**src/rtl/mc_ctrl_pkg.sv**
```systemverilog
// Shared types and encodings for the multi-cycle RV32I controller.
// Contents: FSM state enum, opcode and funct3 constants, and the select
// encodings driven on pc_src, alu_src_a/b, alu_op and mem_to_reg.
package mc_ctrl_pkg;

    typedef enum logic [2:0] {
        ST_IDLE   = 3'd0,
        ST_FETCH  = 3'd1,
        ST_DECODE = 3'd2,
        ST_EXEC   = 3'd3,
        ST_MEM    = 3'd4,
        ST_WB     = 3'd5,
        ST_ERR    = 3'd6
    } state_e;

    localparam logic [6:0] OP_R      = 7'b0110011;
    localparam logic [6:0] OP_I      = 7'b0010011;
    localparam logic [6:0] OP_LOAD   = 7'b0000011;
    localparam logic [6:0] OP_STORE  = 7'b0100011;
    localparam logic [6:0] OP_BRANCH = 7'b1100011;
    localparam logic [6:0] OP_JAL    = 7'b1101111;
    localparam logic [6:0] OP_JALR   = 7'b1100111;

    localparam logic [2:0] F3_BEQ = 3'b000;
    localparam logic [2:0] F3_BNE = 3'b001;
    localparam logic [2:0] F3_BLT = 3'b100;
    localparam logic [2:0] F3_BGE = 3'b101;

    localparam logic [1:0] PC_SRC_ALU    = 2'd0;
    localparam logic [1:0] PC_SRC_ALUOUT = 2'd1;
    localparam logic [1:0] PC_SRC_JALR   = 2'd2;

    localparam logic [1:0] A_SRC_RS1   = 2'd0;
    localparam logic [1:0] A_SRC_PC    = 2'd1;
    localparam logic [1:0] A_SRC_OLDPC = 2'd2;

    localparam logic [1:0] B_SRC_RS2  = 2'd0;
    localparam logic [1:0] B_SRC_IMM  = 2'd1;
    localparam logic [1:0] B_SRC_FOUR = 2'd2;

    localparam logic [1:0] ALU_ADD   = 2'd0;
    localparam logic [1:0] ALU_CMP   = 2'd1;
    localparam logic [1:0] ALU_FUNCT = 2'd2;

    localparam logic [1:0] WB_ALUOUT = 2'd0;
    localparam logic [1:0] WB_MDR    = 2'd1;
    localparam logic [1:0] WB_PC     = 2'd2;

    function automatic logic is_legal_op(input logic [6:0] op);
        return (op == OP_R) || (op == OP_I) || (op == OP_LOAD) || (op == OP_STORE) ||
               (op == OP_BRANCH) || (op == OP_JAL) || (op == OP_JALR);
    endfunction

endpackage

```
**src/rtl/branch_resolve.sv**
```systemverilog
// Branch condition resolver: decides taken/not-taken from funct3 and ALU flags.
// Ports: funct3 (branch kind), alu_zero, alu_lt (signed A<B) -> taken.
// Purely combinational; unsupported funct3 values are never taken.
module branch_resolve
    import mc_ctrl_pkg::*;
(
    input  logic [2:0] funct3,
    input  logic       alu_zero,
    input  logic       alu_lt,
    output logic       taken
);

    always_comb begin
        taken = 1'b0;
        case (funct3)
            F3_BEQ:  taken = alu_zero;
            F3_BNE:  taken = ~alu_zero;
            F3_BLT:  taken = alu_lt;
            F3_BGE:  taken = ~alu_lt;
            default: taken = 1'b0;
        endcase
    end

endmodule

```
**src/rtl/multicycle_ctrl_fsm.sv**
```systemverilog
// Sequencing controller for the multi-cycle RV32I core (FETCH/DECODE/EXEC/MEM/WB).
// Ports: start/opcode/funct3/ALU flags/mem_ready in; memory, datapath enables and
// mux selects, busy, sticky err and cycle/retire counters out.
module multicycle_ctrl_fsm
    import mc_ctrl_pkg::*;
#(
    parameter int CNT_W       = 32,
    parameter int MEM_TIMEOUT = 64
) (
    input  logic             clk,
    input  logic             rst,
    input  logic             start,
    input  logic [6:0]       opcode,
    input  logic [2:0]       funct3,
    input  logic             alu_zero,
    input  logic             alu_lt,
    input  logic             mem_ready,
    output logic             mem_req,
    output logic             mem_we,
    output logic             iord,
    output logic             ir_write,
    output logic             pc_write,
    output logic [1:0]       pc_src,
    output logic             oldpc_write,
    output logic [1:0]       alu_src_a,
    output logic [1:0]       alu_src_b,
    output logic [1:0]       alu_op,
    output logic             aluout_write,
    output logic             reg_write,
    output logic [1:0]       mem_to_reg,
    output logic             busy,
    output logic             err,
    output logic [CNT_W-1:0] cycle_cnt,
    output logic [CNT_W-1:0] instret_cnt
);

    localparam int TO_W = $clog2(MEM_TIMEOUT + 1);
    // Value the wait counter holds on the last allowed waiting cycle.
    localparam logic [TO_W-1:0] TO_LAST = TO_W'(MEM_TIMEOUT - 1);

    state_e            state_q, state_d;
    logic [TO_W-1:0]   to_cnt_q, to_cnt_d;
    logic [CNT_W-1:0]  cycle_q, cycle_d;
    logic [CNT_W-1:0]  instret_q, instret_d;
    logic              err_q, err_d;
    logic              retire;
    logic              br_taken;

    branch_resolve u_branch_resolve (
        .funct3   (funct3),
        .alu_zero (alu_zero),
        .alu_lt   (alu_lt),
        .taken    (br_taken)
    );

    always_comb begin
        state_d      = state_q;
        retire       = 1'b0;
        mem_req      = 1'b0;
        mem_we       = 1'b0;
        iord         = 1'b0;
        ir_write     = 1'b0;
        pc_write     = 1'b0;
        pc_src       = PC_SRC_ALU;
        oldpc_write  = 1'b0;
        alu_src_a    = A_SRC_RS1;
        alu_src_b    = B_SRC_RS2;
        alu_op       = ALU_ADD;
        aluout_write = 1'b0;
        reg_write    = 1'b0;
        mem_to_reg   = WB_ALUOUT;

        case (state_q)
            ST_IDLE: begin
                if (start) state_d = ST_FETCH;
            end
            ST_FETCH: begin
                mem_req   = 1'b1;
                alu_src_a = A_SRC_PC;
                alu_src_b = B_SRC_FOUR;
                if (mem_ready) begin
                    ir_write    = 1'b1;
                    oldpc_write = 1'b1;
                    pc_write    = 1'b1;
                    state_d     = ST_DECODE;
                end else if (to_cnt_q == TO_LAST) begin
                    state_d = ST_ERR;
                end
            end
            ST_DECODE: begin
                // Speculatively compute the branch/JAL target from OldPC.
                alu_src_a    = A_SRC_OLDPC;
                alu_src_b    = B_SRC_IMM;
                aluout_write = 1'b1;
                state_d      = is_legal_op(opcode) ? ST_EXEC : ST_ERR;
            end
            ST_EXEC: begin
                case (opcode)
                    OP_R, OP_I: begin
                        alu_src_b    = (opcode == OP_I) ? B_SRC_IMM : B_SRC_RS2;
                        alu_op       = ALU_FUNCT;
                        aluout_write = 1'b1;
                        state_d      = ST_WB;
                    end
                    OP_LOAD, OP_STORE: begin
                        alu_src_b    = B_SRC_IMM;
                        aluout_write = 1'b1;
                        state_d      = ST_MEM;
                    end
                    OP_BRANCH: begin
                        alu_op = ALU_CMP;
                        if (br_taken) begin
                            pc_write = 1'b1;
                            pc_src   = PC_SRC_ALUOUT;
                        end
                        retire = 1'b1;
                    end
                    OP_JAL: begin
                        // PC already holds OldPC+4, which is the link value.
                        pc_write   = 1'b1;
                        pc_src     = PC_SRC_ALUOUT;
                        reg_write  = 1'b1;
                        mem_to_reg = WB_PC;
                        retire     = 1'b1;
                    end
                    OP_JALR: begin
                        alu_src_b  = B_SRC_IMM;
                        pc_write   = 1'b1;
                        pc_src     = PC_SRC_JALR;
                        reg_write  = 1'b1;
                        mem_to_reg = WB_PC;
                        retire     = 1'b1;
                    end
                    default: state_d = ST_ERR;
                endcase
            end
            ST_MEM: begin
                mem_req = 1'b1;
                iord    = 1'b1;
                mem_we  = (opcode == OP_STORE);
                if (mem_ready) begin
                    if (opcode == OP_STORE) retire = 1'b1;
                    else                    state_d = ST_WB;
                end else if (to_cnt_q == TO_LAST) begin
                    state_d = ST_ERR;
                end
            end
            ST_WB: begin
                reg_write  = 1'b1;
                mem_to_reg = (opcode == OP_LOAD) ? WB_MDR : WB_ALUOUT;
                retire     = 1'b1;
            end
            default: state_d = ST_ERR;
        endcase

        // Instruction boundary: a low start parks the FSM here.
        if (retire) state_d = start ? ST_FETCH : ST_IDLE;
    end

    assign busy        = (state_q != ST_IDLE) && (state_q != ST_ERR);
    assign err         = err_q;
    assign cycle_cnt   = cycle_q;
    assign instret_cnt = instret_q;

    assign to_cnt_d  = (mem_req && !mem_ready) ? (to_cnt_q + TO_W'(1)) : '0;
    assign cycle_d   = busy ? (cycle_q + CNT_W'(1)) : cycle_q;
    assign instret_d = retire ? (instret_q + CNT_W'(1)) : instret_q;
    assign err_d     = err_q | (state_d == ST_ERR);

    always_ff @(posedge clk or posedge rst) begin
        if (rst) begin
            state_q   <= ST_IDLE;
            to_cnt_q  <= '0;
            cycle_q   <= '0;
            instret_q <= '0;
            err_q     <= 1'b0;
        end else begin
            state_q   <= state_d;
            to_cnt_q  <= to_cnt_d;
            cycle_q   <= cycle_d;
            instret_q <= instret_d;
            err_q     <= err_d;
        end
    end

endmodule

```
**config.mk**
```make
export PLATFORM = sky130hd
export DESIGN_NAME = multicycle_ctrl_fsm
export DESIGN_NICKNAME = d
export VERILOG_FILES = /design/src/rtl/mc_ctrl_pkg.sv /design/src/rtl/branch_resolve.sv /design/src/rtl/multicycle_ctrl_fsm.sv
export SDC_FILE = /design/constraint.sdc
export NUM_CORES = 1
export LEC_CHECK = 0
export ABC_AREA = 1
export BUFFER_PORTS_ARGS = -buffer_cell sky130_fd_sc_hd__buf_2
export CAP_MARGIN = 30
export CORE_MARGIN = 2
export CORE_UTILIZATION = 50
export DETAILED_ROUTE_END_ITERATION = 7
export PLACE_DENSITY = 0.8
export SKIP_CTS_REPAIR_TIMING = 1
export SLEW_MARGIN = 10
export SYNTH_ARGS = -nofsm -noshare
export SYNTH_HDL_FRONTEND = slang
export SYNTH_SLANG_ARGS = --single-unit
```
**constraint.sdc**
```tcl
create_clock -name clk -period 2.3 [get_ports clk]
set_clock_uncertainty 0.2 [all_clocks]
set_input_delay 0.345 -clock clk [delete_from_list [all_inputs] [get_ports clk]]
set_output_delay 0.345 -clock clk [all_outputs]
set_load 0.02 [all_outputs]
```
==> run summary <==
fill cell count: 938
post-route ant nets: 0
Worst Path Arrival: 1.65 ns
total CTS buffers: 9
number of port buffers: 99
unrepaired setup endpoints after global routing: no
CTS sink count: 75
Cell Area, Synth: 4960 um2
vias: 4,941
Setup Viol. Count Final: 0
Die X: 104 um
ant diodes: 0
post-DP HPWL: 9300 um
Netlist cell types: 33
H-Tree Depth: 3
worst slew pin tran: 0.515 ns
DRC Markers: 0
GRT Resource Usage Total: 23.0%
sequential area share after synthesis: 37.9%
commonest cells in the synthesized netlist: 301 x nand2_1, 95 x nor2_1, 75 x dfrtp_1, 73 x inv_1
Initial Utilization: 51.2%
Max-cap violations: 0
gpl congestion: 0.952
fmax: 455 MHz
status: completed
Final Hold Vio Count: 0
Worst Hold Slack: 0.0148 ns
Clk pin slew, worst setup/hold paths: 0.08 ns
share of layout cells above drive strength 1: 18.1%
#FFs+latches synth: 75
Crit. Startpoint: state_q[2]
CP Capture Type: output port
period utilization: 95.6%
most common cell in the netlist: nand2_1
syn nets: 762
synth-to-layout area growth: 17.9%
total iterations of the first detailed-routing run: 5
vias per cell: 5.01
Pins Over Slew Limit: 0
clk root buf: clkbuf_8
first-pass GRT wire length: 20,300 um
pin count of the biggest net entering global routing: 76
DRT Wirelength: 12,300 um
Reg area: 1880 um2
Avg Cell Area, Syn: 6.67 um2
worst-path maximum fanout: 6
slew margin rel.: 65.4%
Yosys top cell by area: dfrtp_1
worst hold path stage count: 3
Leak: 2.97 nW
vias in the first global route: 4,380
Cell Rows: 36
DIE HEIGHT: 104 um
die area: 10,700 um2
Pwr per Cell Area: 696 nW/um2
Clock Latency Late Sink: 0.37 ns
Area contributors post-synth: dfrtp_1 38%, nand2_1 23%, nor2_1 7.2%, inv_1 5.5%, nand3_1 3.4%
Post-synth EDFFs: 0
Multi-input gate area: 2700 um2
Worst Setup Start Kind: flop
Synth top area share: 37.9%
routed length per placed instance: 12.4 um
Async SR Flop Fraction: 100%
Peak VDD IR: 0.339 mV
post-layout net count: 869
CTS tree: built
reg-to-reg startpoint: state_q[1]
post-layout min period: 2.20 ns
R2R cell count: 9
area of the core: 9680 um2
Critical Path RT: 1.75 ns
Max clock buf depth: 2
synth warn: 0
total gr overflow: 0
setup TNS: 0 ns
Hold Startpoint: start
initial antenna violation count: 0
worst hold path class: in2reg
Main synth FF type: dfrtp_1
Gate Count Post-Synth: 743
I/O pin total: 100
Crit Path Class: reg2out
DR iter-0 viols: 255
-- worst max-delay path: stages, from the launching register on --
cell,delay (ns)
dfrtp_2,0.45
inv_2,0.12
nand2_4,0.10
nor2_4,0.12
o2111ai_2,0.19
a21oi_2,0.15
buf_4,0.15
-- worst paths after layout --
path,to,slack (ns)
max,pc_src[0],0.10
min,state_q[0],0.01
max reg2reg,instret_cnt[2],0.38
min reg2reg,to_cnt_q[0],0.27
max in group asynchronous,state_q[0],1.14
min in group asynchronous,cycle_cnt[11],0.45
-- final cells by class --
class	count	area share, %
multi-input combinational	578	46.2
sequential	75	32.1
timing repair buffer	107	10.0
inverter	79	5.14
tap	133	2.85
clock buffer	10	2.35
clock inverter	5	1.33
-- kinds of logic (layout without fill, tap and decap cells) --
family / after synthesis / in the layout / synth area share, %
AO/OA/AOI/OAI: 35 / 35 / 3.89
buffers and inverters: 90 / 201 / 7.77
flip-flops: 75 / 75 / 37.9
XOR/XNOR: 29 / 29 / 5.12
AND/OR/NAND/NOR: 511 / 511 / 44.6
adder cells (fa/ha/maj): 3 / 3 / 0.757
-- flip-flops by register name, indices dropped and copies added (netlist names) --
name / cells
state_q: 3
err: 1
cycle_cnt: 32
to_cnt_q: 7
instret_cnt: 32
-- power by group --
part / leakage, nW / total (mW) / internal [mW] / switching (mW)
clock: 0.108 / 1.14 / 0.630 / 0.510
combinational: 1.86 / 1.29 / 0.398 / 0.891
sequential: 1.00 / 1.64 / 1.45 / 0.190
-- cell usage in the layout, fill, tap and decap left out, drive strengths merged, types with 10 or more instances in the layout --
cell type / netlist / layout
nand2: 308 / 308
buf: 10 / 106
nor2: 106 / 106
inv: 79 / 78
dfrtp: 75 / 75
nand3: 37 / 37
nor3: 35 / 35
o21ai: 25 / 25
xor2: 19 / 19
nand3b: 12 / 12
xnor2: 10 / 10
clkbuf: 1 / 10
-- per-stage QoR --
stage	setup WS (ns)	instances	area, um2	utilization [%]	power (mW)
detailed placement	0.285	971	5610	58.0	2.96
global placement	0.302	971	5610	58.0	2.94
finish	0.102	987	5850	60.4	4.07
CTS	0.0516	986	5830	60.2	4.08
global route	0.00412	987	5850	60.4	4.32
floorplan	0.350	743	4960	-	2.55
-- layer usage --
layer | global-route usage, % | wire, um | up-vias
met5 | 0 | 0 | -
met4 | 7.82 | 219 | 0
met3 | 4.72 | 751 | 22
met2 | 35.9 | 5440 | 145
met1 | 32.2 | 5860 | 2246
li1 | - | - | 2528
Note: power is estimated with default switching activity, not from simulation.
